<file path="config.mk">
export PLATFORM = sky130hd
export DESIGN_NAME = trackball_encoder
export DESIGN_NICKNAME = d
export VERILOG_FILES = /design/src/rtl/trackball_encoder.sv
export SDC_FILE = /design/constraint.sdc
export NUM_CORES = 1
export LEC_CHECK = 0
export ABC_CLOCK_PERIOD_IN_PS = 4600
export CORE_MARGIN = 4
export CORE_UTILIZATION = 55
export DETAILED_ROUTE_END_ITERATION = 6
export PLACE_DENSITY = 0.78
export SLEW_MARGIN = 20
export SYNTH_ARGS = -nofsm -noshare
export SYNTH_HDL_FRONTEND = slang
export SYNTH_SLANG_ARGS = --single-unit
</file>
<file path="constraint.sdc">
create_clock -name clk -period 4.6 [get_ports clk]
set_input_delay 0.92 -clock clk [delete_from_list [all_inputs] [get_ports clk]]
set_output_delay 0.92 -clock clk [all_outputs]
set_load 0.05 [all_outputs]
</file>
<file path="src/rtl/trackball_encoder.sv">
// trackball_encoder: turns signed relative mouse motion into LETA-style
// direction/count-clock pulse pairs, one pair per axis.
//   clk, reset_n      : 10 MHz clock, async active-low reset
//   enable            : low clears the accumulators and ignores strobes
//   mouse_strobe      : one-cycle valid for mouse_dx / mouse_dy
//   mouse_dx/mouse_dy : signed 9-bit motion deltas
//   HD/HC, VD/VC      : direction (1 = positive) and count clock per axis
// Each axis accumulates motion with saturation and drains it one count per
// count-clock pulse, paced by a shared prescaler tick.

// Per-axis accumulator plus direction/count-clock pulse generator.
module trackball_axis #(
  parameter int unsigned ACC_W  = 10,
  parameter bit          NEGATE = 1'b0
) (
  input  logic              clk,
  input  logic              reset_n,
  input  logic              enable_i,
  input  logic              tick_i,
  input  logic              strobe_i,
  input  logic signed [8:0] delta_i,
  output logic              dir_o,
  output logic              cnt_clk_o
);

  // Sum is wide enough for acc + 9-bit delta - 1 without overflow.
  localparam int unsigned SUM_W = ((ACC_W > 10) ? ACC_W : 10) + 2;
  localparam logic signed [SUM_W-1:0] ACC_MAX = SUM_W'((1 << (ACC_W - 1)) - 1);
  localparam logic signed [SUM_W-1:0] ACC_MIN = -ACC_MAX;

  typedef enum logic [1:0] {
    IDLE  = 2'd0,
    SETUP = 2'd1,
    HIGH  = 2'd2,
    LOW   = 2'd3
  } state_e;

  state_e                   state_q;
  logic                     d_q;
  logic                     c_q;
  logic signed [ACC_W-1:0]  acc_q;
  logic signed [ACC_W-1:0]  acc_d;
  logic signed [SUM_W-1:0]  delta_c;
  logic signed [SUM_W-1:0]  consume_c;
  logic signed [SUM_W-1:0]  sum_c;
  logic                     acc_nz_c;
  logic                     acc_pos_c;
  logic                     match_c;
  logic                     enter_high_c;

  // Sign of the pending motion and whether it continues the current direction.
  assign acc_nz_c  = |acc_q;
  assign acc_pos_c = acc_nz_c & ~acc_q[ACC_W-1];
  assign match_c   = d_q ? acc_pos_c : acc_q[ACC_W-1];

  // A count is consumed on the same tick that the count clock rises.
  assign enter_high_c = tick_i & enable_i &
                        ((state_q == SETUP) | ((state_q == LOW) & match_c));

  // Saturating accumulate: strobe delta and consume land in one sum.
  always_comb begin
    delta_c = SUM_W'(delta_i);
    if (NEGATE) delta_c = -delta_c;
    if (!(strobe_i && enable_i)) delta_c = '0;
    consume_c = '0;
    if (enter_high_c) consume_c = d_q ? SUM_W'(1) : -SUM_W'(1);
    sum_c = SUM_W'(acc_q) + delta_c - consume_c;
    if (!enable_i)            acc_d = '0;
    else if (sum_c > ACC_MAX) acc_d = ACC_W'(ACC_MAX);
    else if (sum_c < ACC_MIN) acc_d = ACC_W'(ACC_MIN);
    else                      acc_d = ACC_W'(sum_c);
  end

  always_ff @(posedge clk or negedge reset_n) begin
    if (!reset_n) acc_q <= '0;
    else          acc_q <= acc_d;
  end

  // Pulse FSM: D only moves on entry to SETUP, so it is never changed while C is high.
  always_ff @(posedge clk or negedge reset_n) begin
    if (!reset_n) begin
      state_q <= IDLE;
      d_q     <= 1'b0;
      c_q     <= 1'b0;
    end else if (tick_i) begin
      case (state_q)
        IDLE: begin
          if (enable_i && acc_nz_c) begin
            d_q     <= acc_pos_c;
            state_q <= SETUP;
          end
        end
        SETUP: begin
          // Dropping enable before C rises abandons the pulse.
          if (enable_i) begin
            c_q     <= 1'b1;
            state_q <= HIGH;
          end else begin
            state_q <= IDLE;
          end
        end
        HIGH: begin
          c_q     <= 1'b0;
          state_q <= LOW;
        end
        LOW: begin
          if (enable_i && match_c) begin
            c_q     <= 1'b1;
            state_q <= HIGH;
          end else if (enable_i && acc_nz_c) begin
            d_q     <= acc_pos_c;
            state_q <= SETUP;
          end else begin
            state_q <= IDLE;
          end
        end
        default: state_q <= IDLE;
      endcase
    end
  end

  assign dir_o     = d_q;
  assign cnt_clk_o = c_q;

endmodule

module trackball_encoder #(
  parameter int unsigned STEP_DIV = 250,
  parameter int unsigned ACC_W    = 10,
  parameter bit          INVERT_Y = 1'b1
) (
  input  logic       clk,
  input  logic       reset_n,
  input  logic       enable,
  input  logic       mouse_strobe,
  input  logic [8:0] mouse_dx,
  input  logic [8:0] mouse_dy,
  output logic       HD,
  output logic       HC,
  output logic       VD,
  output logic       VC
);

  localparam int unsigned CNT_W = (STEP_DIV > 1) ? $clog2(STEP_DIV) : 1;

  logic [CNT_W-1:0] cnt_q;
  logic             tick_c;

  // Shared step prescaler, 0..STEP_DIV-1.
  assign tick_c = (cnt_q == CNT_W'(STEP_DIV - 1));

  always_ff @(posedge clk or negedge reset_n) begin
    if (!reset_n)    cnt_q <= '0;
    else if (tick_c) cnt_q <= '0;
    else             cnt_q <= cnt_q + CNT_W'(1);
  end

  trackball_axis #(.ACC_W(ACC_W), .NEGATE(1'b0)) u_axis_h (
    .clk       (clk),
    .reset_n   (reset_n),
    .enable_i  (enable),
    .tick_i    (tick_c),
    .strobe_i  (mouse_strobe),
    .delta_i   (mouse_dx),
    .dir_o     (HD),
    .cnt_clk_o (HC)
  );

  trackball_axis #(.ACC_W(ACC_W), .NEGATE(INVERT_Y)) u_axis_v (
    .clk       (clk),
    .reset_n   (reset_n),
    .enable_i  (enable),
    .tick_i    (tick_c),
    .strobe_i  (mouse_strobe),
    .delta_i   (mouse_dy),
    .dir_o     (VD),
    .cnt_clk_o (VC)
  );

endmodule

</file>
==> impl_metrics.env <==
export IMPL_status="completed"
export IMPL_grt_pass1_vias=3901
export IMPL_dieArea_sq_um=8640
export IMPL_syn_inst=476
export IMPL_postLayoutCellArea_sq_um=5450
export IMPL_synth_enable_flop_cells=0
export IMPL_maxCapViolCount=0
export IMPL_crit_chain="dlymetal6s2s_1 -> or4_4 -> buf_4 -> nor3_4 -> xnor2_1 -> nand2_1 -> fa_1 -> inv_1 -> ha_4 -> nor2_1 -> o31a_1 -> or4_1 -> a211o_1 -> buf_4 -> o2bb2a_1 -> o2bb2ai_1"
export IMPL_syn2layout_area_growth_pct=37.3
export IMPL_critPathSlowestCell="or4_4"
export IMPL_numCtsBuffers=5
export IMPL_synth_area_sq_um=3970
export IMPL_setup_violations=0
export IMPL_drt_iter0_markers=277
export IMPL_period_minus_slack_ns=4.56
export IMPL_cp_buffers_inverters=4
export IMPL_clock_fmax_ghz=0.219
export IMPL_min_to="cnt_q[0]"
export IMPL_num_rows=30
export IMPL_final_max_slew_violation_count=0
export IMPL_ir_worst_vdd_mv=0.513
export IMPL_cpMostUsedCell="buf_4"
export IMPL_die_w_microns=93.0
export IMPL_slowest_delay_ns=0.55
export IMPL_critPathTopFamily="simple AND/OR/NAND/NOR gates"
export IMPL_worstMarginPinSlew_ns=0.501
export IMPL_dp_hpwl_microns=8630
export IMPL_grt_overflow_total=0
export IMPL_drive_gt1_frac=0.257
export IMPL_r2r_start="u_axis_v.acc_q[9]"
export IMPL_reg2reg_depth=18
export IMPL_worstSetupPathType="in -> reg"
export IMPL_dp_worst_setup_slack_ns=-0.470
export IMPL_power_density_nw_per_um2=787
export IMPL_routedWlPerCell_microns=17.3
export IMPL_clock_skew_ns=0.00495
export IMPL_clock_path_buffers=2
export IMPL_yosys_warnings=0
export IMPL_min_from="cnt_q[0]"
export IMPL_avgSynthCellArea_sq_um=8.34
export IMPL_postPlaceCellArea_sq_um=5040
export IMPL_cts_tree="built"
export IMPL_utilization=0.789
export IMPL_start_util=0.575
export IMPL_grt_max_degree=37
export IMPL_grt_usage=0.260
export IMPL_antenna_found_initial=0
export IMPL_fin_cells=696
export IMPL_cts_hold_buf=0
export IMPL_routed_wl_microns=12100
export IMPL_finalPower_uw=4290
export IMPL_leakagePower_uw=0.00254
export IMPL_finalCritPeriodShare=0.991
export IMPL_timing_rr_end="u_axis_v.acc_q[3]"
export IMPL_drc=0
export IMPL_via_count=4156
export IMPL_clkLatencyLatePin_ns=0.29
export IMPL_hp_class="reg -> reg"
export IMPL_critPathMaxFanout=4
export IMPL_dr_pass1_iters=5
export IMPL_synthFlopType="dfrtp_1"
export IMPL_synthDistinctLibCells=68
export IMPL_setup_ws_ns=0.0424
export IMPL_cts_root_buf="clkbuf_8"
export IMPL_hold_viol=0
export IMPL_cp_startpoint="mouse_dy[5]"
export IMPL_cts_htree_levels=2
export IMPL_cts_sinks=36
export IMPL_cts_clk_slew_worst_paths_ns=0.08
export IMPL_die_h_microns=93.0
export IMPL_worstPathRequired_ns=4.77
export IMPL_grt_pass1_wl_microns=18000
export IMPL_worstSetupEndpointType="register"
export IMPL_routed_via_density=5.97
export IMPL_ys_ff_latch=36
export IMPL_cp_start_kind="input port"
export IMPL_coreArea_sq_um=6910
export IMPL_dp_cells=681
export IMPL_r2r_slack_ns=0.05
export IMPL_relSlewSlack=0.665
export IMPL_holdPathStages=1
export IMPL_ant_nets=0
export IMPL_arrival_ns=4.73
export IMPL_antenna_cells=0
export IMPL_seq_area_frac_synth=0.227
export IMPL_numPortBuffers=25
export IMPL_gp_congestion=0.925
export IMPL_async_reset_ff_frac=1.00
export IMPL_nNetsFinal=677
export IMPL_pin_count=26
export IMPL_mappedNetlistNets=554
export IMPL_fillers=456
[cells by family (layout without fill, tap and decap cells)]
| kind of cell | count (synthesis) | after routing | share of synthesized area |
|---|---|---|---|
| and+or+nand+nor | 152 | 152 | 0.199 |
| AOI/OAI and AO/OA | 133 | 133 | 0.232 |
| buffers and inverters | 77 | 201 | 0.0747 |
| adders and majority gates | 56 | 56 | 0.216 |
| DFF | 36 | 36 | 0.227 |
| xor gates and xnor gates | 20 | 20 | 0.0460 |
| muxes | 2 | 2 | 0.00536 |
[area by class of cell]
cell class | instances | area, sq um | area share
Clock buffer | 7 | 96.3 | 0.0177
Clock inverter | 1 | 30.0 | 0.00551
Tap cell | 96 | 120 | 0.0220
Timing Repair Buffer | 124 | 1020 | 0.188
Sequential cell | 36 | 901 | 0.165
Multi-Input combinational cell | 363 | 3010 | 0.552
Inverter | 69 | 270 | 0.0496
[how the worst max path moves through the flow]
stage	endpoint	slack [ns]	cells after the start
2_1_floorplan	u_axis_v.acc_q[2]	-0.01	14
3_3_place_gp	u_axis_v.acc_q[2]	-0.40	14
3_5_place_dp	u_axis_v.acc_q[2]	-0.47	14
4_1_cts	u_axis_h.acc_q[0]	0.0003	12
5_1_grt	u_axis_v.acc_q[2]	-0.11	17
6_report	u_axis_v.acc_q[3]	0.04	16
[layout by cell type (no fill, tap or decap), types with 8 or more instances in the layout]
cell,Yosys,layout
ha_1,35,25
o21ai_0,26,22
fa_1,21,18
inv_1,68,65
clkdlybuf4s50_1,0,18
nand3_1,10,10
nor2_1,38,37
xor2_1,8,8
a21o_1,10,10
dfrtp_1,36,36
a21oi_1,26,25
ha_4,0,8
buf_4,0,96
nand2_1,34,34
xnor2_1,11,11
[per-stage QoR]
stage	TNS, ns	hold slack [ns]
2_1_floorplan	-0.0112	0.461
3_3_place_gp	-4.77	0.475
3_5_place_dp	-6.02	0.492
4_1_cts	0	0.509
5_1_grt	-0.486	0.538
6_report	0	0.510
[layer usage]
metal	global-route usage	share of wire	vias up	routed length (microns)
li1	-	-	1939	-
met1	0.351	0.43	2005	5180
met2	0.450	0.49	184	5870
met3	0.0309	0.064	28	768
met4	0.0501	0.020	0	236
met5	0	0	-	0
[power breakdown]
group / total, uW / switching [uW] / internal [uW]
registers: 485 / 73.4 / 412
clock network: 312 / 121 / 191
logic: 3490 / 1730 / 1770
total: 4290 / 1920 / 2370
[registers in the layout, summed over array words and instances, names as in the netlist]
name,count
cnt_q,8
u_axis_h.acc_q,10
u_axis_h.cnt_clk_o,1
u_axis_h.dir_o,1
u_axis_h.state_q,2
u_axis_v.acc_q,10
u_axis_v.cnt_clk_o,1
u_axis_v.dir_o,1
u_axis_v.state_q,2
[Yosys cell counts, types with 3 or more instances]
master | n | area share
a311o_1 | 3 | 0.0076
ha_1 | 35 | 0.11
fa_1 | 21 | 0.11
xor2_1 | 8 | 0.018
o211ai_1 | 7 | 0.013
or3_1 | 6 | 0.0095
o21ai_1 | 3 | 0.0038
dfrtp_1 | 36 | 0.23
or4_1 | 3 | 0.0057
and2_1 | 4 | 0.0063
nand2b_1 | 8 | 0.013
inv_1 | 68 | 0.064
xnor2_1 | 11 | 0.024
nor2_1 | 38 | 0.036
a31o_1 | 6 | 0.013
and3_1 | 4 | 0.0063
o31ai_1 | 7 | 0.013
clkbuf_1 | 6 | 0.0057
nor4_1 | 11 | 0.017
a31oi_1 | 3 | 0.0047
nand3_1 | 10 | 0.013
a21o_1 | 10 | 0.019
a311oi_1 | 3 | 0.0066
nor3_1 | 9 | 0.011
a21oi_1 | 26 | 0.033
o21bai_1 | 5 | 0.0095
o21a_1 | 4 | 0.0076
nand2_1 | 34 | 0.032
nand4_1 | 5 | 0.0079
o21ai_0 | 26 | 0.033
and4_1 | 3 | 0.0066
a211oi_1 | 7 | 0.013
[repair_timing]
item                       CTS  global route
hold endpoints to repair     0             0
resized for setup           11            40
setup buffers                2             5
pin swaps                    7            23
cloned                       0             0
setup endpoints to repair   11            19
Power figures use the tool's default switching activity.
